--- src/rtl/timer_multi_compare_if.sv ---
// Channel programming bundle for timer_multi_compare: arm/re-arm write plus
// per-channel cancel and flag-clear masks.
interface timer_multi_compare_if #(
    parameter int N  = 16,
    parameter int CH = 4
);
    localparam int CW = (CH > 1) ? $clog2(CH) : 1;

    logic          wr_en;
    logic [CW-1:0] wr_ch;
    logic [N-1:0]  wr_delay;
    logic          wr_periodic;
    logic [CH-1:0] cancel;
    logic [CH-1:0] flag_clr;

    modport master (
        output wr_en, wr_ch, wr_delay, wr_periodic, cancel, flag_clr
    );

    modport slave (
        input wr_en, wr_ch, wr_delay, wr_periodic, cancel, flag_clr
    );
endinterface

--- src/rtl/timer_multi_compare.sv ---
// Shared prescaled timestamp counter with CH independent compare channels,
// each one-shot or periodic, with match pulse, sticky flag and overrun.
module timer_multi_compare #(
    parameter int N  = 16,
    parameter int CH = 4,
    parameter int P  = 8
) (
    input  logic                clk,
    input  logic                reset,
    input  logic                en,
    input  logic [P-1:0]        prescale,
    timer_multi_compare_if.slave cfg,
    output logic [N-1:0]        timestamp,
    output logic [CH-1:0]       match,
    output logic [CH-1:0]       flag,
    output logic [CH-1:0]       overrun,
    output logic [CH-1:0]       armed
);
    localparam int CW = (CH > 1) ? $clog2(CH) : 1;

    logic [P-1:0]  pcnt;
    logic          tick;
    logic [N-1:0]  ts_next;
    logic [N-1:0]  target [CH];
    logic [N-1:0]  period [CH];
    logic [CH-1:0] periodic;
    logic [CH-1:0] wr_hit;
    logic [CH-1:0] hit;

    // >= rather than == so a prescale reduction below pcnt fires immediately
    assign tick    = en && (pcnt >= prescale);
    assign ts_next = timestamp + 1'b1;

    always_comb begin
        wr_hit = '0;
        hit    = '0;
        for (int i = 0; i < CH; i++) begin
            wr_hit[i] = cfg.wr_en && (cfg.wr_ch == CW'(i));
            hit[i]    = tick && armed[i] && (ts_next == target[i])
                        && !wr_hit[i] && !cfg.cancel[i];
        end
    end

    always_ff @(posedge clk or negedge reset) begin
        if (!reset) begin
            pcnt      <= '0;
            timestamp <= '0;
        end else if (en) begin
            pcnt <= tick ? '0 : pcnt + 1'b1;
            if (tick)
                timestamp <= ts_next;
        end
    end

    // Delay 0 leaves target == timestamp, which naturally matches after a full wrap
    always_ff @(posedge clk or negedge reset) begin
        if (!reset) begin
            for (int i = 0; i < CH; i++) begin
                target[i] <= '0;
                period[i] <= '0;
            end
            periodic <= '0;
            armed    <= '0;
            match    <= '0;
            flag     <= '0;
            overrun  <= '0;
        end else begin
            for (int i = 0; i < CH; i++) begin
                match[i] <= hit[i];

                if (wr_hit[i]) begin
                    target[i]   <= timestamp + cfg.wr_delay;
                    period[i]   <= cfg.wr_delay;
                    periodic[i] <= cfg.wr_periodic;
                    armed[i]    <= 1'b1;
                end else if (cfg.cancel[i]) begin
                    armed[i] <= 1'b0;
                end else if (hit[i]) begin
                    if (periodic[i])
                        target[i] <= target[i] + period[i];
                    else
                        armed[i] <= 1'b0;
                end

                // A match beats a same-cycle clear, but a clear still suppresses overrun
                if (hit[i]) begin
                    flag[i] <= 1'b1;
                    if (cfg.flag_clr[i])
                        overrun[i] <= 1'b0;
                    else if (flag[i])
                        overrun[i] <= 1'b1;
                end else if (cfg.flag_clr[i]) begin
                    flag[i]    <= 1'b0;
                    overrun[i] <= 1'b0;
                end
            end
        end
    end
endmodule

--- src/flat_wrapper.sv ---
// flat-port wrapper written by rule: the top's interface ports become plain ports
module timer_multi_compare_flat 
#(
    parameter int N  = 16,
    parameter int CH = 4,
    parameter int P  = 8
)
  (clk, reset, en, prescale, timestamp, match, flag, overrun, armed, cfg_wr_en, cfg_wr_ch, cfg_wr_delay, cfg_wr_periodic, cfg_cancel, cfg_flag_clr);
  timer_multi_compare_if #(.N(N), .CH(CH)) cfg_i ();
  input  logic clk;
  input  logic reset;
  input  logic en;
  input  logic [P-1:0] prescale;
  output logic [N-1:0] timestamp;
  output logic [CH-1:0] match;
  output logic [CH-1:0] flag;
  output logic [CH-1:0] overrun;
  output logic [CH-1:0] armed;
  input wire logic [$bits(cfg_i.wr_en)-1:0] cfg_wr_en;
  input wire logic [$bits(cfg_i.wr_ch)-1:0] cfg_wr_ch;
  input wire logic [$bits(cfg_i.wr_delay)-1:0] cfg_wr_delay;
  input wire logic [$bits(cfg_i.wr_periodic)-1:0] cfg_wr_periodic;
  input wire logic [$bits(cfg_i.cancel)-1:0] cfg_cancel;
  input wire logic [$bits(cfg_i.flag_clr)-1:0] cfg_flag_clr;
  assign cfg_i.wr_en = cfg_wr_en;
  assign cfg_i.wr_ch = cfg_wr_ch;
  assign cfg_i.wr_delay = cfg_wr_delay;
  assign cfg_i.wr_periodic = cfg_wr_periodic;
  assign cfg_i.cancel = cfg_cancel;
  assign cfg_i.flag_clr = cfg_flag_clr;
  timer_multi_compare #(.N(N), .CH(CH), .P(P)) u_core (.clk(clk), .reset(reset), .en(en), .prescale(prescale), .cfg(cfg_i), .timestamp(timestamp), .match(match), .flag(flag), .overrun(overrun), .armed(armed));
endmodule
--- config.mk ---
export PLATFORM = sky130hd
export DESIGN_NAME = timer_multi_compare_flat
export DESIGN_NICKNAME = d
export VERILOG_FILES = /design/src/rtl/timer_multi_compare_if.sv /design/src/rtl/timer_multi_compare.sv /design/src/flat_wrapper.sv
export SDC_FILE = /design/constraint.sdc
export NUM_CORES = 1
export LEC_CHECK = 0
export BUFFER_PORTS_ARGS = -buffer_cell sky130_fd_sc_hd__buf_2
export CORE_MARGIN = 2
export CORE_UTILIZATION = 55
export DETAILED_ROUTE_END_ITERATION = 16
export PLACE_DENSITY = 0.73
export SYNTH_ARGS = -nofsm -noshare
export SYNTH_HDL_FRONTEND = slang
export SYNTH_SLANG_ARGS = --single-unit
--- constraint.sdc ---
create_clock -name clk -period 7 [get_ports clk]
set_input_delay 0.7 -clock clk [delete_from_list [all_inputs] [get_ports clk]]
set_output_delay 0.7 -clock clk [all_outputs]
set_load 0.02 [all_outputs]
; ---- Yosys cells after proc, flatten, opt, wreduce, memory -nomap -nowiden
; Cells that the tools add are included.
[classes]
addsub = 7
magnitude_cmp = 1
muxes = 53
eq_ne = 15
n_reduce_logical = 63
[op_table]
columns = operator, count
row1 = 16-bit two-way mux, 16
row2 = 16-bit adder, 5
row3 = 16-bit equality test, 4
row4 = 1-bit two-way mux, 36
row5 = 2-bit nonzero test, 16
row6 = 1-bit logical AND, 21
row7 = 2-bit AND reduction, 9
row8 = "16-bit by 1-bit adder with 16-bit output, second input constant", 1
row9 = "3-bit inequality test, second input constant", 4
row10 = 3-bit AND reduction, 4
row11 = 3-bit nonzero test, 4
row12 = "8-bit by 1-bit adder with 8-bit output, second input constant", 1
row13 = 8-bit greater-or-equal comparator, 1
row14 = 1-bit logical NOT, 8
row15 = 8-bit two-way mux, 1
row16 = "2-bit by 1-bit inequality test with 1-bit output, second input constant", 4
row17 = "2-bit equality test, second input constant", 2
row18 = "2-bit by 1-bit equality test with 1-bit output, second input constant", 1
row19 = 2-bit logical NOT, 1
[totals]
input_bits = 39
register_bits = 172

; ---- Longest topological paths before layout
[logic_depth]
ltp_word = 9
ltp_mapped = 14
ltp_nobuf = 12

; ---- Worst setup path before layout
; OpenSTA, ideal clock, no wires.
[synth_path]
kind = register to register
start = register u_core.timestamp[1]
end = register u_core.target[15] (netlist name)
stages_incl_launch_ff = 13
path_buffers = 2
setup_time_ps = 124
arrival_ps = 3352
slack_ps = 3524
cell_sequence = dfrtp_1 ha_1 buf_2 nand4_1 nor3_1 xnor2_1 xnor2_1 nor4b_1 nand4b_1 nor3b_1 buf_4 mux2_2 a211o_1
[synth_via]
elab_chain_cells = 7
word_cells_on_any_way = 9
cone_classes = add/sub: 2 / eq/ne: 1 / mux: 1 / reduce/logical: 5
[synth_rtl]
columns = element, line
row1 = from (decl), timer_multi_compare.sv:13  ; output logic [N-1:0] timestamp,
row2 = from (signal assigned), timer_multi_compare.sv:51  ; timestamp <= ts_next;
row3 = 16-bit by 1-bit adder with 16-bit output, timer_multi_compare.sv:32  ; assign ts_next = timestamp + 1'b1;
row4 = 16-bit equality test, timer_multi_compare.sv:39  ; hit[i] = tick && armed[i] && (ts_next == target[i])
row5 = 1-bit logical AND, timer_multi_compare.sv:39
row6 = 1-bit logical AND (2 in a row), timer_multi_compare.sv:40  ; && !wr_hit[i] && !cfg.cancel[i];
row7 = 2-bit nonzero test (no source line), -
row8 = 3-bit AND reduction (no source line), -
row9 = "to (signal, indexed assignment)", timer_multi_compare.sv:72  ; target[i] <= timestamp + cfg.wr_delay;
row10 = "to (signal, indexed assignment)", timer_multi_compare.sv:80  ; target[i] <= target[i] + period[i];
row11 = to (decl), timer_multi_compare.sv:24  ; logic [N-1:0] target [CH];
; Parallel ways exist; a longest one is shown, timed or not.
; A chain may end at the register's enable or synchronous reset.

; ---- Worst setup path after layout
[layout_path]
start = register u_core.timestamp[0]
end = register u_core.target[33] (netlist name)
; Same word-level chain as after synthesis.

==> results.txt <==
The number of clock buffers inserted by TritonCTS is 17. The setup fix buffers added after clock tree synthesis came out at 0. The pin count of the biggest net entering global routing is 100. Of the synthesized area, sequential elements account for 34.7%. The total inserted antenna cells is 0.

The final wirelength came out at 32000 um. The synthesized netlist devotes 12.7% of its cell area to compound gates. Counting cells, the worst reg-to-reg path comes to 10.

In this run the count of I/O pins placed on the die edge is 71. The die covers 23700 um2. After Yosys synthesis, and, or, nand and nor cells account for 16.5% of the synthesized area.

VDD sags by at most 0.199 mV. The highest fanout seen on the critical path came out at 17. The most area-hungry cell type in the Yosys netlist is dfrtp_1. The run finished with clean final reports. The number of max-cap violations came out at 0.

The relative slew slack came out at 24.2%. Yosys attributes the largest share of cell area to dfrtp_1 35%, ha_1 8.6%, xnor2_1 6.6%. TritonCTS built the clock tree. The final RePlAce weighted congestion is 0.921. After floorplanning, the core was divided into 54 placement rows.

The count of port buffers added during placement is 70. After synthesis, the largest family of logic cells by area is simple AND/OR/NAND/NOR gates. The starting density of the core came out at 56.4%.

After synthesis, the netlist uses 73 different library cells. The post-synthesis area per instance came out at 9.44 um2. The synthesized-area fraction occupied by adder cells came out at 9.39%.

The static leakage is 6.28 nW. CTS placed an instance of clkbuf_16 at the clock tree root. The number of cells upsized or downsized after cts is 0. The worst setup path is captured at a register.

The width of the die came out at 154 um. The final clock period utilization by the worst path is 67.8%. The timing-limited maximum frequency is 211 MHz.

The global-route wire length before repair came out at 51400 um. Before antenna repair, the detailed router went through 5 iterations. The detailed-route vias per instance is 6.03. Across every metal layer, demand over resource in global routing totals 27.6%. The category of the most critical setup path is reg -> reg. The data required time of the critical path is 7.37 ns. The count of unresolved DRC violations after routing came out at 0. The synthesis-to-layout area growth is 9.29%. The synthesized netlist occupies a cell area of 12400 um2. The residual overflow from global routing came out at 0. The library cell used most frequently in the layout, excluding fill and tap cells, is dfrtp_1. Final hold analysis gives a worst-case slack of 0.325 ns. Fill cells in the final layout number 1856. After technology mapping, the gate count stands at 1312. The via count of the first global-routing pass is 9584. For this run, the leading register cell type out of synthesis is dfrtp_1. After clock tree synthesis, the clock-pin slew on the worst setup and hold paths is 0.08 ns. The H-tree was split into 4 levels. The number of antenna violations at the first check in global routing came out at 0. The total via count in the routed design came out at 9981. Setup repair after global routing left no endpoint under its margin. The worst register-to-register path ends at u_core.target[33].

The worst-case register-to-register setup slack came out at 2.26 ns. The estimated wirelength of the detail-placed design is 23900 um. The final count of negative-setup-slack endpoints is 0. The data arrival at the endpoint of the critical path is 5.11 ns.

The final count of pins violating max slew is 0. The core box area came out at 22000 um2. STA classifies the critical path startpoint as a register. Measured along the y axis, the die boundary spans 154 um. The top cell type by area accounts for 34.7% of the synthesized area.

Of the cells placed in the final design, the portion with a size suffix greater than 1 is 13.4%. The register bit total from synthesis came out at 172. In the layout the commonest cells are 172 x dfrtp_1, 126 x nand2_1, 104 x nor2_1. Counting along the longest clock path gives a buffer depth of 2. The fraction of synthesized cell area in xor and xnor cells is 11.7%. The count of nets after finishing is 1491.

The antenna violation net count after detailed routing is 0. The number of nets produced by synthesis is 1441. The transition time at the pin with the least slew margin is 1.13 ns. The shortest clock period the worst path allows after layout came out at 4.74 ns.

The number of synthesized flops with an enable pin came out at 0. The class of the most critical hold timing path is in -> async. The mux share of post-synthesis cell area came out at 11.4%. The clock latency on the worst-skew pair came out at 0.45 ns. The initial DRC count came out at 914. The final hold violation count was 0. The quantity of hold-fixing buffers added after cts came out at 0.

The per-cell routed wire length is 19.3 um. The tree built by TritonCTS fans out to 172 sinks. The setup clock skew after layout came out at 0.0130 ns. The share of flip-flops with an asynchronous set or reset came out at 100%. The final design utilization is 61.7%. Summed over all failing endpoints, the final setup total negative slack is 0 ns. In this run the critical register-to-register path is launched from u_core.timestamp[0]. The total number of yosys warnings is 0. The total power density per cell area is 319 nW/um2.
-- critical path, stage by stage, from the launching register on --
cell      delay, ns
dfrtp_1        0.58
ha_1           0.39
nand4_1        0.28
nor3_1         0.71
xnor2_1        0.31
xor2_1         0.23
nand4_1        0.12
nor4b_1        0.36
nand4b_1       0.95
mux2_2         0.62
mux2i_1        0.12
-- routing by layer --
metal | vias to the layer above | global-route usage (%) | routed length [um]
met5 | - | 0 | 0
li1 | 4787 | - | -
met4 | 0 | 8.81 | 831
met1 | 4846 | 36.5 | 13900
met2 | 296 | 45.7 | 15200
met3 | 52 | 5.47 | 2040
-- registers in the layout, summed over array words and instances (netlist names) --
name / cells
u_core.overrun: 4
u_core.periodic: 4
u_core.match: 4
u_core.timestamp: 16
u_core.armed: 4
u_core.flag: 4
u_core.pcnt: 8
u_core.target: 64
u_core.period: 64
-- cell usage after synthesis, types with 10 or more instances --
master and number:
o21ai_0 59, a21oi_1 73, xor2_1 45, mux2i_1 75, xnor2_1 93, a21o_1 14, a211oi_1 12, o211ai_1 10
nand4_1 13, mux2_2 59, dfrtp_1 172, nor2b_1 11, o21a_1 14, nor2_1 104, nand2_1 126, nand2b_1 13
nor4_1 10, nor3_1 33, ha_1 85, clkbuf_1 25, nand3_1 39, or3_1 12, inv_1 54
-- cells by family after synthesis --
group                    count (synthesis)
adder cells (fa/ha/maj)                 90
buffers and inverters                  101
flip-flops                             172
multiplexers                           134
XOR/XNOR                               149
AO/OA/AOI/OAI                          249
AND/OR/NAND/NOR                        417
-- per-stage QoR --
step	worst slack, ns	power (mW)	cells	instance area (um2)
final	2.26	4.31	1655	13500
after global routing	1.97	4.60	1655	13500
after CTS	2.35	4.31	1655	13500
after detailed placement	2.43	3.29	1623	12900
after global placement	2.57	3.23	1623	12900
after floorplan	3.52	2.83	1312	12400
-- where the power goes --
part	leakage, nW	total [mW]	switching [mW]	internal [mW]
combinational	3.89	1.87	1.02	0.854
sequential	2.09	1.44	0.248	1.19
clock	0.293	0.998	0.456	0.541
total	6.28	4.31	1.72	2.59
-- how the worst max path moves through the flow --
stage / end / startpoint
after floorplan: u_core.target[15] / u_core.timestamp[1]
after global placement: u_core.target[63] / u_core.timestamp[0]
after detailed placement: u_core.target[33] / u_core.timestamp[0]
after CTS: u_core.target[33] / u_core.timestamp[0]
after global routing: u_core.target[33] / u_core.timestamp[0]
final: u_core.target[33] / u_core.timestamp[0]
-- cell type report --
cell class / instances / area [um2] / area share [%]
Multi-Input combinational cell: 1039 / 7660 / 56.6
Sequential cell: 172 / 4300 / 31.8
Tap cell: 280 / 350 / 2.59
Clock buffer: 17 / 425 / 3.14
Timing Repair Buffer: 78 / 417 / 3.08
Clock inverter: 15 / 178 / 1.31
Inverter: 54 / 203 / 1.50
No activity file was read; power rests on OpenSTA's default activity.
